[src/rtl/vending_pkg.sv]
// Shared definitions for the vending front end: coin indices, arbiter state encoding
// and the grant-selection helpers used by coin_arbiter.
package vending_pkg;

    localparam int COIN_W = 3;
    localparam int COIN_N = 0;
    localparam int COIN_D = 1;
    localparam int COIN_Q = 2;

    localparam logic [1:0] ST_IDLE  = 2'd0;
    localparam logic [1:0] ST_GRANT = 2'd1;
    localparam logic [1:0] ST_GAP   = 2'd2;

    // First requesting channel at or after ptr, wrapping nickel -> dime -> quarter.
    function automatic logic [1:0] rr_pick(input logic [2:0] req, input logic [1:0] ptr);
        logic [1:0] pick;
        case (ptr)
            2'd0:    pick = req[0] ? 2'd0 : (req[1] ? 2'd1 : 2'd2);
            2'd1:    pick = req[1] ? 2'd1 : (req[2] ? 2'd2 : 2'd0);
            2'd2:    pick = req[2] ? 2'd2 : (req[0] ? 2'd0 : 2'd1);
            default: pick = 2'd0;
        endcase
        return pick;
    endfunction

    function automatic logic [1:0] fixed_pick(input logic [2:0] req);
        logic [1:0] pick;
        if (req[2]) begin
            pick = 2'd2;
        end else if (req[1]) begin
            pick = 2'd1;
        end else begin
            pick = 2'd0;
        end
        return pick;
    endfunction

    function automatic logic [1:0] ptr_next(input logic [1:0] idx);
        return (idx == 2'd2) ? 2'd0 : idx + 2'd1;
    endfunction

endpackage

[src/rtl/coin_debounce.sv]
// One coin channel: two-flop synchroniser, stability counter and debounced level.
// rise is combinational and marks the edge on which the level goes 0->1.
module coin_debounce
    import vending_pkg::*;
#(
    parameter int DEB_CYCLES = 4
) (
    input  logic clk,
    input  logic rst_n,
    input  logic raw,
    output logic rise
);

    logic       s1_r;
    logic       s2_r;
    logic       deb_r;
    logic [7:0] cnt_r;
    logic       hit_s;

    assign hit_s = (s2_r != deb_r) && ((cnt_r + 8'd1) == 8'(DEB_CYCLES));
    assign rise  = hit_s & ~deb_r;

    // Synchronise the raw button into the clock domain.
    always_ff @(posedge clk or negedge rst_n) begin
        if (!rst_n) begin
            s1_r <= 1'b0;
            s2_r <= 1'b0;
        end else begin
            s1_r <= raw;
            s2_r <= s1_r;
        end
    end

    // Any sample agreeing with the current level restarts the stability count.
    always_ff @(posedge clk or negedge rst_n) begin
        if (!rst_n) begin
            deb_r <= 1'b0;
            cnt_r <= 8'd0;
        end else if (s2_r == deb_r) begin
            cnt_r <= 8'd0;
        end else if (hit_s) begin
            deb_r <= ~deb_r;
            cnt_r <= 8'd0;
        end else begin
            cnt_r <= cnt_r + 8'd1;
        end
    end

endmodule

[src/rtl/coin_arbiter.sv]
// Debounces the three coin buttons, latches presses as pending requests and
// hands them to the vending FSM one at a time with a lockout gap between grants.
module coin_arbiter
    import vending_pkg::*;
#(
    parameter int DEB_CYCLES = 4,
    parameter int GAP_CYCLES = 2,
    parameter int PRIO_RR    = 1
) (
    input  logic              clk,
    input  logic              reset,
    input  logic [COIN_W-1:0] coin_raw,
    input  logic              stall,
    output logic              nickel,
    output logic              dime,
    output logic              quarter,
    output logic [COIN_W-1:0] pending,
    output logic              overflow
);

    logic [COIN_W-1:0] rise_s;
    logic [COIN_W-1:0] pending_r;
    logic [COIN_W-1:0] grant_r;
    logic [COIN_W-1:0] clr_s;
    logic [1:0]        state_r;
    logic [1:0]        ptr_r;
    logic [1:0]        pick_s;
    logic [7:0]        gap_cnt_r;
    logic              overflow_r;
    logic              go_s;

    for (genvar i = 0; i < COIN_W; i++) begin : g_deb
        coin_debounce #(.DEB_CYCLES(DEB_CYCLES)) u_deb (
            .clk   (clk),
            .rst_n (reset),
            .raw   (coin_raw[i]),
            .rise  (rise_s[i])
        );
    end

    // Grant decision: only from IDLE, only while the FSM is not busy.
    always_comb begin
        go_s   = 1'b0;
        pick_s = 2'd0;
        clr_s  = 3'b000;
        if ((state_r == ST_IDLE) && !stall && (pending_r != 3'b000)) begin
            go_s   = 1'b1;
            pick_s = (PRIO_RR != 0) ? rr_pick(pending_r, ptr_r) : fixed_pick(pending_r);
            clr_s  = 3'b001 << pick_s;
        end else begin
            go_s   = 1'b0;
            pick_s = 2'd0;
            clr_s  = 3'b000;
        end
    end

    // A fresh press beats a same-edge grant clear; a press on a still-pending channel is dropped.
    always_ff @(posedge clk or negedge reset) begin
        if (!reset) begin
            pending_r  <= 3'b000;
            overflow_r <= 1'b0;
        end else begin
            pending_r  <= (pending_r & ~clr_s) | rise_s;
            overflow_r <= |(rise_s & pending_r & ~clr_s);
        end
    end

    // Arbiter state, lockout counter, RR pointer and registered grant pulses.
    always_ff @(posedge clk or negedge reset) begin
        if (!reset) begin
            state_r   <= ST_IDLE;
            gap_cnt_r <= 8'd0;
            ptr_r     <= 2'd0;
            grant_r   <= 3'b000;
        end else begin
            grant_r <= clr_s;
            case (state_r)
                ST_IDLE: begin
                    if (go_s) begin
                        state_r <= ST_GRANT;
                        ptr_r   <= ptr_next(pick_s);
                    end
                end
                ST_GRANT: begin
                    gap_cnt_r <= 8'd0;
                    state_r   <= (GAP_CYCLES == 0) ? ST_IDLE : ST_GAP;
                end
                ST_GAP: begin
                    if (gap_cnt_r == 8'(GAP_CYCLES - 1)) begin
                        state_r <= ST_IDLE;
                    end else begin
                        gap_cnt_r <= gap_cnt_r + 8'd1;
                    end
                end
                default: state_r <= ST_IDLE;
            endcase
        end
    end

    assign nickel   = grant_r[COIN_N];
    assign dime     = grant_r[COIN_D];
    assign quarter  = grant_r[COIN_Q];
    assign pending  = pending_r;
    assign overflow = overflow_r;

endmodule

[config.mk]
export PLATFORM = sky130hd
export DESIGN_NAME = coin_arbiter
export DESIGN_NICKNAME = d
export VERILOG_FILES = /design/src/rtl/vending_pkg.sv /design/src/rtl/coin_debounce.sv /design/src/rtl/coin_arbiter.sv
export SDC_FILE = /design/constraint.sdc
export NUM_CORES = 1
export LEC_CHECK = 0
export ABC_AREA = 1
export BUFFER_PORTS_ARGS = -buffer_cell sky130_fd_sc_hd__buf_2
export CAP_MARGIN = 20
export CORE_MARGIN = 2
export CORE_UTILIZATION = 46
export CTS_CLUSTER_SIZE = 10
export DETAILED_ROUTE_END_ITERATION = 10
export PLACE_DENSITY = 0.64
export SLEW_MARGIN = 20
export SYNTH_ARGS = -nofsm -noshare
export SYNTH_HDL_FRONTEND = slang
export SYNTH_HIERARCHICAL = 1
export SYNTH_SLANG_ARGS = --single-unit
[constraint.sdc]
create_clock -name clk -period 1.7 [get_ports clk]
set_input_delay 0.255 -clock clk [delete_from_list [all_inputs] [get_ports clk]]
set_output_delay 0.255 -clock clk [all_outputs]
set_load 0.01 [all_outputs]
==> results.md <==
- # fillers: 563
- Final setup viols: 0
- Fin. max-slew vios: 0
- I/O Pins: 13
- Clock Tree Buf Depth: 2
- Cell taking the most area after synthesis: dfrtp_1
- Vias: 2,043
- First DRT Iteration DRCs: between 90 and 100
- Worst path cell trace: ha_2 > nand2_2 > inv_2 > nor2_1 > nand2_1 > nor2_2 > nand3_2 > inv_2 > nand3_2 > inv_1 > nand2_1 > inv_1 > nand2_1 > nand3_1
- CTS Buf Count: 5
- Final nets: 377
- CP Class: flop to flop
- GPL Wtd Cong: 0.774
- Routed wire per std cell: 10.4 um
- Setup TNS Final: 0 ns
- Unrepaired setup endpoints after global routing: yes
- Worst r2r src: g_deb[1].u_deb/cnt_r[1]
- Cells after synthesis: 334
- Initial antenna violation count: 0
- Worst setup margin: 0.103 ns
- First-pass GRT wire length: 7870 um
- Clock Latency Late Sink: 0.30 ns
- Slowest cell on crit path: dfrtp_1
- Final Hold Fails: 0
- Ant diodes: 0
- Hold path depth: 1
- WHS: 0.0571 ns
- Layout cells sized above 1: 29.4%
- CP top delay family: simple AND/OR/NAND/NOR gates
- Die Height: 81.6 um
- FP Rows: 28
- Clock slew at reported path FFs: 0.10 ns
- CP endpoint kind: flop
- Post-synth cell types: 25
- Residual DRC: 0
- Fmax: 0.626 GHz
- HP Start: coin_raw[0]
- Outcome: complete, no violations
- Max FO, Critical Path: 3
- Critical Path Start: g_deb[1].u_deb/cnt_r[1]
- Max VDD drop: 0.671 mV
- IO buf count: 12
- TritonCTS clock tree: done
- Drt via density: 4.65
- # H-tree levels: 2
- Worst Skew: around 0.0072 ns
- Clock sink total: 52
- Area occupied by multi-input gates: 0.00124 mm2
- Hold EP: g_deb[0].u_deb/s1_r
- Pre-CTS worst setup slack: 0.0165 ns
- Final non-filler cell total: 439
- Slew headroom: 79.7%
- Critical path's most frequent cell: nand2_1
- CP arrival: 1.84 ns
- Synth Warn #: 6
- Overflow after GRT: 0
- Flops & latches, synth: 52
- FF+latch area: 0.00130 mm2
- Root Driver: clkbuf_8
- Util after Layout: 53.5%
- Max-cap viol count: 0
- Die Wd: 81.6 um
- Reg2reg setup slack: 0.10 ns
- Syn-to-layout area delta: 13.7%
- Hold WC Path Type: input port to flop
- Initial core utilization: a little under half
- Dominant cells by area after synthesis: dfrtp_1 (47%), nand2_1 (9.2%), inv_1 (5.7%), nand3_1 (4.3%), nor2_1 (4.3%)
- Register area share after synthesis: 47.0%
- Die Footprint: 0.00666 mm2
- Avg Inst Size Synth: a little over 8 um2
- Placed cells: between 400 and 500
- DRT Wirelength: 4580 um
- Final min period: 1.60 ns
- Largest net degree at the start of global routing: 53
- Critical path buffer and inverter count: 4
- DR pass1 iterations: 4
- Crit-path max cell delay: 0.39 ns
- Yosys top cell area share: 47.0%
- LEAKAGE: ~1.6 nW
- Worst Path Required: 1.94 ns
- Worst-Margin Slew: 0.305 ns
- Vias in the first global route: 1,905
- Syn Nets: 348
- Final period utilization: 93.9%
- Post-Syn Area: ~0.0028 mm2
- End of the worst register-to-register path: overflow
- Core area: 0.00589 mm2
- Placed wire-length estimate: 3400 um
- Power Dens Cells: 1190 mW/mm2
- GRT Util Overall: 15.2%
- R2R depth: 14
- Startpoint Class: flop
- Post-route ant nets: 0
==> synth_stat cells, drive strengths merged <==
cell,count
a21oi,10
clkinv,4
dfrtp,52
ha,8
inv,60
nand2,87
nand3,34
nand3b,1
nand4,5
nor2,46
o21ai,14
o21bai,10
o22ai,1
xnor2,1
xor2,1
==> metrics by stage <==
| step | cell area [um2] | total power (W) |
|---|---|---|
| 6_report | 3150 | 0.00374 |
| 5_1_grt | 3150 | 0.00402 |
| 4_1_cts | 3120 | 0.00378 |
| 3_5_place_dp | 2990 | 0.00286 |
| 3_3_place_gp | 2990 | 0.00283 |
| 2_1_floorplan | 2770 | 0.00248 |
==> cells by family after synthesis <==
group                    after synthesis  synth area share [%]
AND/OR/NAND/NOR                      173                  31.5
buffers and inverters                 64                  8.68
flip-flops                            52                  47.0
AO/OA/AOI/OAI                         35                  8.63
adder cells (fa/ha/maj)                8                  3.62
XOR/XNOR                               2                 0.633
==> cells in the final DEF (no fill, tap or decap), types with 2 or more instances in the layout <==
| cell | n |
|---|---|
| nand2_1 | 66 |
| dfrtp_1 | 52 |
| inv_1 | 40 |
| nor2_1 | 31 |
| nand3_1 | 24 |
| inv_2 | 21 |
| nand2_2 | 17 |
| nor2_2 | 13 |
| buf_2 | 12 |
| o21bai_1 | 10 |
| nand3_2 | 10 |
| buf_4 | 8 |
| a21oi_1 | 7 |
| clkbuf_8 | 6 |
| nand4_1 | 5 |
| o21ai_1 | 5 |
| ha_1 | 5 |
| o21ai_0 | 4 |
| nand2_4 | 4 |
| o21ai_2 | 4 |
| clkinv_1 | 3 |
| a21oi_2 | 3 |
| ha_2 | 3 |
| nor2_4 | 2 |
==> flip-flops by register name (all words and copies together) (netlist names) <==
register           flops
g_deb.u_deb/cnt_r     24
g_deb.u_deb/deb_r      3
g_deb.u_deb/s1_r       3
g_deb.u_deb/s2_r       3
gap_cnt_r              8
grant_r                3
overflow               1
pending                3
ptr_r                  2
state_r                2
==> final cells by class <==
cell class,count,share of cell area (%)
Multi-Input combinational cell,218,39.5
Sequential cell,52,41.3
Inverter,64,7.63
Tap cell,75,2.98
Timing Repair Buffer,22,4.77
Clock buffer,6,2.62
Clock inverter,2,1.23
==> where the power goes <==
part | internal, W | switching [W]
combinational | 0.000450 | 0.000732
sequential | 0.00147 | 0.000201
clock | 0.000482 | 0.000411
total | 0.00240 | 0.00134
==> how the worst max path moves through the flow <==
| stage | cells past startpoint | endpoint |
|---|---|---|
| 4_1_cts | 13 | overflow |
| 2_1_floorplan | 13 | overflow |
| 5_1_grt | 14 | overflow |
| 6_report | 14 | overflow |
| 3_3_place_gp | 14 | overflow |
| 3_5_place_dp | 13 | overflow |
==> worst register-to-register path, stage by stage, from the launching register on <==
cell and delay (ns):
dfrtp_1 0.39, ha_2 0.21, nand2_2 0.08, inv_2 0.04, nor2_1 0.09, nand2_1 0.08, nor2_2 0.12, nand3_2 0.10
inv_2 0.07, nand3_2 0.06, inv_1 0.07, nand2_1 0.05, inv_1 0.06, nand2_1 0.05, nand3_1 0.08
==> routing by layer <==
| metal | GRT usage (%) | part of all wire [%] |
|---|---|---|
| met1 | 19.4 | 50 |
| met2 | 26.1 | 47 |
| met3 | 3.63 | 2.3 |
| met4 | 4.00 | 0.57 |
| met5 | 0 | 0 |
==> timing repair <==
item | in CTS | in global routing
endpoints found under the hold margin | 52 | 0
buffers inserted | 0 | 2
gates cloned | 0 | 0
pin swaps | 0 | 9
hold buffers | 1 | 0
resized for setup | 1 | 8
endpoints found under the setup margin | 1 | 1
No activity file was read; power rests on OpenSTA's default activity.
